===== src/rtl/varredura_pkg.sv =====
// Shared definitions for the display scan controller: slot phase, anode
// constants and the digit-to-anode decode used by the output register.
package varredura_pkg;

    typedef enum logic {
        APAGA = 1'b0,
        EXIBE = 1'b1
    } fase_t;

    localparam int         NUM_DIGITOS     = 4;
    localparam logic [3:0] ANODOS_APAGADOS = 4'b1111;

    // One-hot-low anode pattern lighting the given digit.
    function automatic logic [3:0] anodoDe(input logic [1:0] dig);
        logic [3:0] umQuente;
        umQuente = 4'b0001 << dig;
        return ~umQuente;
    endfunction

endpackage


===== src/rtl/divisor_varredura.sv =====
// Slot prescaler: counts enabled cycles 0..DIVISOR-1 and flags the last
// cycle of the slot and, with VARREDURA_APAGAMENTO_EN, the last blank cycle.
// A low enable clears the count so a resumed slot always starts fresh.
module divisor_varredura #(
    parameter int DIVISOR    = 50000,
    parameter int APAGAMENTO = 1000
) (
    input  logic clock,
    input  logic reset,
    input  logic habilita,
`ifdef VARREDURA_APAGAMENTO_EN
    output logic fim_apagamento,
`endif
    output logic tick
);
    import varredura_pkg::*;

    localparam int CW = (DIVISOR > 1) ? $clog2(DIVISOR) : 1;

    logic [CW-1:0] cont;

    // Prescaler: wraps at the end of the slot, cleared by reset or disable.
    always_ff @(posedge clock) begin
        if (reset || !habilita)
            cont <= '0;
        else if (cont == CW'(DIVISOR - 1))
            cont <= '0;
        else
            cont <= cont + 1'b1;
    end

    assign tick = habilita && (cont == CW'(DIVISOR - 1));

`ifdef VARREDURA_APAGAMENTO_EN
    assign fim_apagamento = habilita && (cont == CW'(APAGAMENTO - 1));
`endif

endmodule


===== src/rtl/controle_varredura.sv =====
// Four-digit display scan controller. Drives the 4:1 source mux selects and
// the matching active-low anodes, all straight from flops. Optional dead time
// at the start of every slot is enabled by defining VARREDURA_APAGAMENTO_EN.
module controle_varredura #(
    parameter int DIVISOR    = 50000,
    parameter int APAGAMENTO = 1000
) (
    input  logic       clock,
    input  logic       reset,
    input  logic       habilita,
    output logic       chave0,
    output logic       chave1,
    output logic [3:0] anodo,
    output logic       fim_quadro
);
    import varredura_pkg::*;

    if (DIVISOR < 2) begin : g_divErr
        $error("controle_varredura: DIVISOR must be at least 2");
    end
`ifdef VARREDURA_APAGAMENTO_EN
    if (APAGAMENTO < 1 || APAGAMENTO >= DIVISOR) begin : g_apagErr
        $error("controle_varredura: APAGAMENTO must be in 1..DIVISOR-1");
    end
`endif

    logic [1:0] digito;
    // Set once a slot is running; the first enabled edge after reset or a
    // disable only opens the slot, so the prescaler sees DIVISOR full cycles.
    logic       ativo;
    logic       tick;
    logic       contaHab;

    assign contaHab = habilita && ativo;

`ifdef VARREDURA_APAGAMENTO_EN
    fase_t fase;
    logic  fimApag;

    divisor_varredura #(.DIVISOR(DIVISOR), .APAGAMENTO(APAGAMENTO)) uDiv (
        .clock          (clock),
        .reset          (reset),
        .habilita       (contaHab),
        .fim_apagamento (fimApag),
        .tick           (tick)
    );
`else
    divisor_varredura #(.DIVISOR(DIVISOR), .APAGAMENTO(APAGAMENTO)) uDiv (
        .clock    (clock),
        .reset    (reset),
        .habilita (contaHab),
        .tick     (tick)
    );
`endif

    // Digit advance, phase and registered anode / frame outputs.
    always_ff @(posedge clock) begin
        if (reset) begin
            digito     <= 2'd0;
            ativo      <= 1'b0;
            anodo      <= ANODOS_APAGADOS;
            fim_quadro <= 1'b0;
`ifdef VARREDURA_APAGAMENTO_EN
            fase       <= APAGA;
`endif
        end else if (!habilita) begin
            ativo      <= 1'b0;
            anodo      <= ANODOS_APAGADOS;
            fim_quadro <= 1'b0;
`ifdef VARREDURA_APAGAMENTO_EN
            fase       <= APAGA;
`endif
        end else if (!ativo) begin
            ativo      <= 1'b1;
            fim_quadro <= 1'b0;
`ifdef VARREDURA_APAGAMENTO_EN
            fase       <= APAGA;
            anodo      <= ANODOS_APAGADOS;
`else
            anodo      <= anodoDe(digito);
`endif
        end else if (tick) begin
            digito     <= digito + 2'd1;
            fim_quadro <= (digito == 2'd3);
`ifdef VARREDURA_APAGAMENTO_EN
            fase       <= APAGA;
            anodo      <= ANODOS_APAGADOS;
`else
            anodo      <= anodoDe(digito + 2'd1);
`endif
        end else begin
            fim_quadro <= 1'b0;
`ifdef VARREDURA_APAGAMENTO_EN
            if (fase == APAGA && fimApag) begin
                fase  <= EXIBE;
                anodo <= anodoDe(digito);
            end
`endif
        end
    end

    assign chave0 = digito[0];
    assign chave1 = digito[1];

endmodule


===== config.mk =====
export PLATFORM = sky130hd
export DESIGN_NAME = controle_varredura
export DESIGN_NICKNAME = d
export VERILOG_FILES = /design/src/rtl/varredura_pkg.sv /design/src/rtl/divisor_varredura.sv /design/src/rtl/controle_varredura.sv
export SDC_FILE = /design/constraint.sdc
export NUM_CORES = 1
export LEC_CHECK = 0
export CAP_MARGIN = 0
export CORE_ASPECT_RATIO = 0.75
export CORE_MARGIN = 3
export CORE_UTILIZATION = 47
export CTS_CLUSTER_SIZE = 10
export DETAILED_ROUTE_END_ITERATION = 8
export MAX_ROUTING_LAYER = met4
export PLACE_DENSITY = 0.69
export SYNTH_ARGS = -nofsm -noshare
export SYNTH_HDL_FRONTEND = slang
export SYNTH_SLANG_ARGS = --single-unit
export TNS_END_PERCENT = 20

===== constraint.sdc =====
create_clock -name clock -period 3.18 [get_ports clock]
set_clock_uncertainty 0.05 [all_clocks]
set_input_delay 0.477 -clock clock [delete_from_list [all_inputs] [get_ports clock]]
set_output_delay 0.477 -clock clock [all_outputs]
set_load 0.02 [all_outputs]

==> flow_summary.ini <==
[status]
status = completed

[power]
powerDensity_mw_per_mm2 = 358
p_switching_mw = 0.0958
p_int_mw = 0.355
combPwrFrac_pct = 3.7
p_clk_share_pct = 28.4
p_seq_share_pct = 67.9
switching_share_pct = 21.2
vdd_drop_max_mv = 0.208
leakagePower_nw = 0.411

[placement]
hpwl_um = 1590
globalplace.congestion = 0.796
pre_cts_slack_ps = 1040
io_buffers = 9

[synth]
synth-edff-count = 0
synth_seq_cells = 24
synth_top_area_share_pct = 42.4
ys_top_cells_by_area = dfxtp_1 42%, xnor2_1 9.3%, ha_1 6.6%
synthesis.area_mm2 = 0.00113
synth_nets = 136
synth_cell_type_count = 24
yosysWarnings = 0
postSynthAreaPerCell_um2 = 8.93
synth-main-ff-cell = dfxtp_1
ys_seq_area_share_pct = 42.4
synth_top_area_cell = dfxtp_1
async_flop_share_pct = 0
synthCells = 127

[global_route]
antenna_found_initial = 0
grt_pass1_wl_um = 3570
grt_max_degree = 17
grt_overflow = 0
grt.total_usage_pct = 15.2
grt_pass1_vias = 725

[setup_path]
worstPathCellList = or4_4, nor4_1, nand3b_2, nor2_1
crit_start = uDiv.cont[13]$_SDFF_PP0_
path_depth = 4
reg2reg_to = uDiv.cont[14]$_SDFF_PP0_
slowest_stage = or4_4
r2r.worst_path.cells = 4
startpoint_type = flip-flop
cp_num_buf_inv = 0
slowest_delay_ps = 550
path_delay_family = simple AND/OR/NAND/NOR gates
r2r_start = uDiv.cont[13]$_SDFF_PP0_
critPathCaptureType = flip-flop
path_max_fanout = 16
crit_path_end = uDiv.cont[14]$_SDFF_PP0_
cp_data_arrival_time_ps = 2140
required_ps = 3330
critical_path_class = flip-flop to flip-flop
worst-r2r-setup-slack_ps = 1190

[clock_tree]
clk_latency_ps = 310
cts_tree = built
cts_setup_buffers = 0
cts_root_buf = clkbuf_4
path_clk_slew_ps = 110
cts_inserted_buffers = 3
clk_path_buf_depth = 2
hold_buffers = 0
post_cts_resized = 0
htreeDepth = 1
clock-sinks = 24

[sta]
post-route-min-period_ps = 1990
fin_hold_ws_ps = 439
grt_setup_unrepaired = no
worst_slack_ps = 1190
tns_ps = 0
setup_viol = 0
slew_viol_final = 0
finalHoldViolCount = 0
worstMarginPinSlew_ps = 446
fmax_ghz = 0.503
slew-limit-headroom_pct = 70.0
fin_crit_sh_pct = 62.5

[die]
io_pins = 10
chipHeight_um = 48.5
die-area_mm2 = 0.00304
rows = 14
die_x_um = 62.7
initial_core_util_pct = 53.0
core_mm2 = 0.00214

[final_layout]
synthToLayoutAreaGrowth_pct = 11.1
most-common-layout-cells = 24 x dfxtp_1, 20 x nor2_1, 12 x inv_1, 12 x xnor2_1, 9 x clkdlybuf4s50_1
nets = 146
antenna_cells = 0
n_fill_cell = 204
layout-drive-gt1-share_pct = 4.44
final_common_cell = dfxtp_1

[route]
drtIter0Drc = 39
vias = 861
postRouteWirelength_um = 2070
final_antenna_net_count = 0
remaining_drc_errors = 0
wl_per_cell_um = 12.4
drt_first_pass_iters = 4
viasPerCell = 5.16

[worst_hold_path]
hp-class = flip-flop to flip-flop

[job]
drv_cap = 0
## registers in the layout, indices dropped and copies added, names as in the netlist
| name | count |
|---|---|
| uDiv.cont | 16 |
| anodo | 4 |
| digito | 2 |
| ativo | 1 |
| fim_quadro | 1 |
## per-stage QoR
stage                     cells  util (%)  instance area, um^2  total power [mW]
after CTS                   167      59.0                 1260             0.455
after floorplan             127         -                 1130             0.322
after global routing        167      59.0                 1260             0.472
after global placement      164      57.9                 1240             0.329
final                       167      59.0                 1260             0.451
after detailed placement    164      57.9                 1240             0.330
## worst register-to-register path: stages, from the launching register on
cell	delay (ps)
dfxtp_1	370
or4_4	550
nor4_1	410
nand3b_2	400
nor2_1	100
## power groups by stage
stage	combinational [mW]	sequential (mW)	clock (mW)
final	0.0168	0.306	0.128
after global routing	0.0181	0.307	0.147
after CTS	0.0170	0.306	0.132
after detailed placement	0.0169	0.313	0
after global placement	0.0166	0.313	0
after floorplan	0.00864	0.313	0
## cell usage after synthesis, types with 2 or more instances
master,count
a21oi_1,2
clkbuf_1,2
dfxtp_1,24
ha_1,6
inv_1,12
mux2i_1,4
nand2_1,3
nand3_1,6
nand4_1,7
nor2_1,20
nor3_1,2
nor4_1,7
o21a_1,3
o21ai_1,6
or4_4,2
xnor2_1,12
xor2_1,2
## area by class of cell
type,count,area [um^2],share of cell area [%]
multi-input combinational,87,582,46.2
tap,32,40.0,3.18
inverter,12,45.0,3.57
timing repair buffer,9,90.1,7.15
sequential,24,480,38.1
clock buffer,3,22.5,1.79
## cell families (layout without fill, tap and decap cells)
kind of cell	count (synthesis)	count (layout)	share of synthesized area [%]
AO/OA/AOI/OAI	12	12	6.18
XOR/XNOR	14	14	10.8
adder cells (fa/ha/maj)	6	6	6.62
buffers and inverters	16	24	6.29
flip-flops	24	24	42.4
multiplexers	4	4	3.53
AND/OR/NAND/NOR	51	51	24.2
## worst min-delay path by stage
stage | from | to | slack (ps) | depth (start not counted)
2_1_floorplan | uDiv.cont[0]$_SDFF_PP0_ | uDiv.cont[0]$_SDFF_PP0_ | 390 | 1
3_3_place_gp | uDiv.cont[0]$_SDFF_PP0_ | uDiv.cont[0]$_SDFF_PP0_ | 420 | 1
3_5_place_dp | uDiv.cont[0]$_SDFF_PP0_ | uDiv.cont[0]$_SDFF_PP0_ | 420 | 1
4_1_cts | uDiv.cont[0]$_SDFF_PP0_ | uDiv.cont[0]$_SDFF_PP0_ | 440 | 1
5_1_grt | uDiv.cont[0]$_SDFF_PP0_ | uDiv.cont[0]$_SDFF_PP0_ | 480 | 1
6_report | uDiv.cont[0]$_SDFF_PP0_ | uDiv.cont[0]$_SDFF_PP0_ | 440 | 1
## layer usage
layer	vias to the layer above	track usage (%)	wire length [um]
met5	-	-	0
met4	0	4.40	19
met3	4	5.56	91
met2	12	17.7	800
met1	392	23.3	1160
li1	453	-	-
Power figures use the tool's default switching activity.
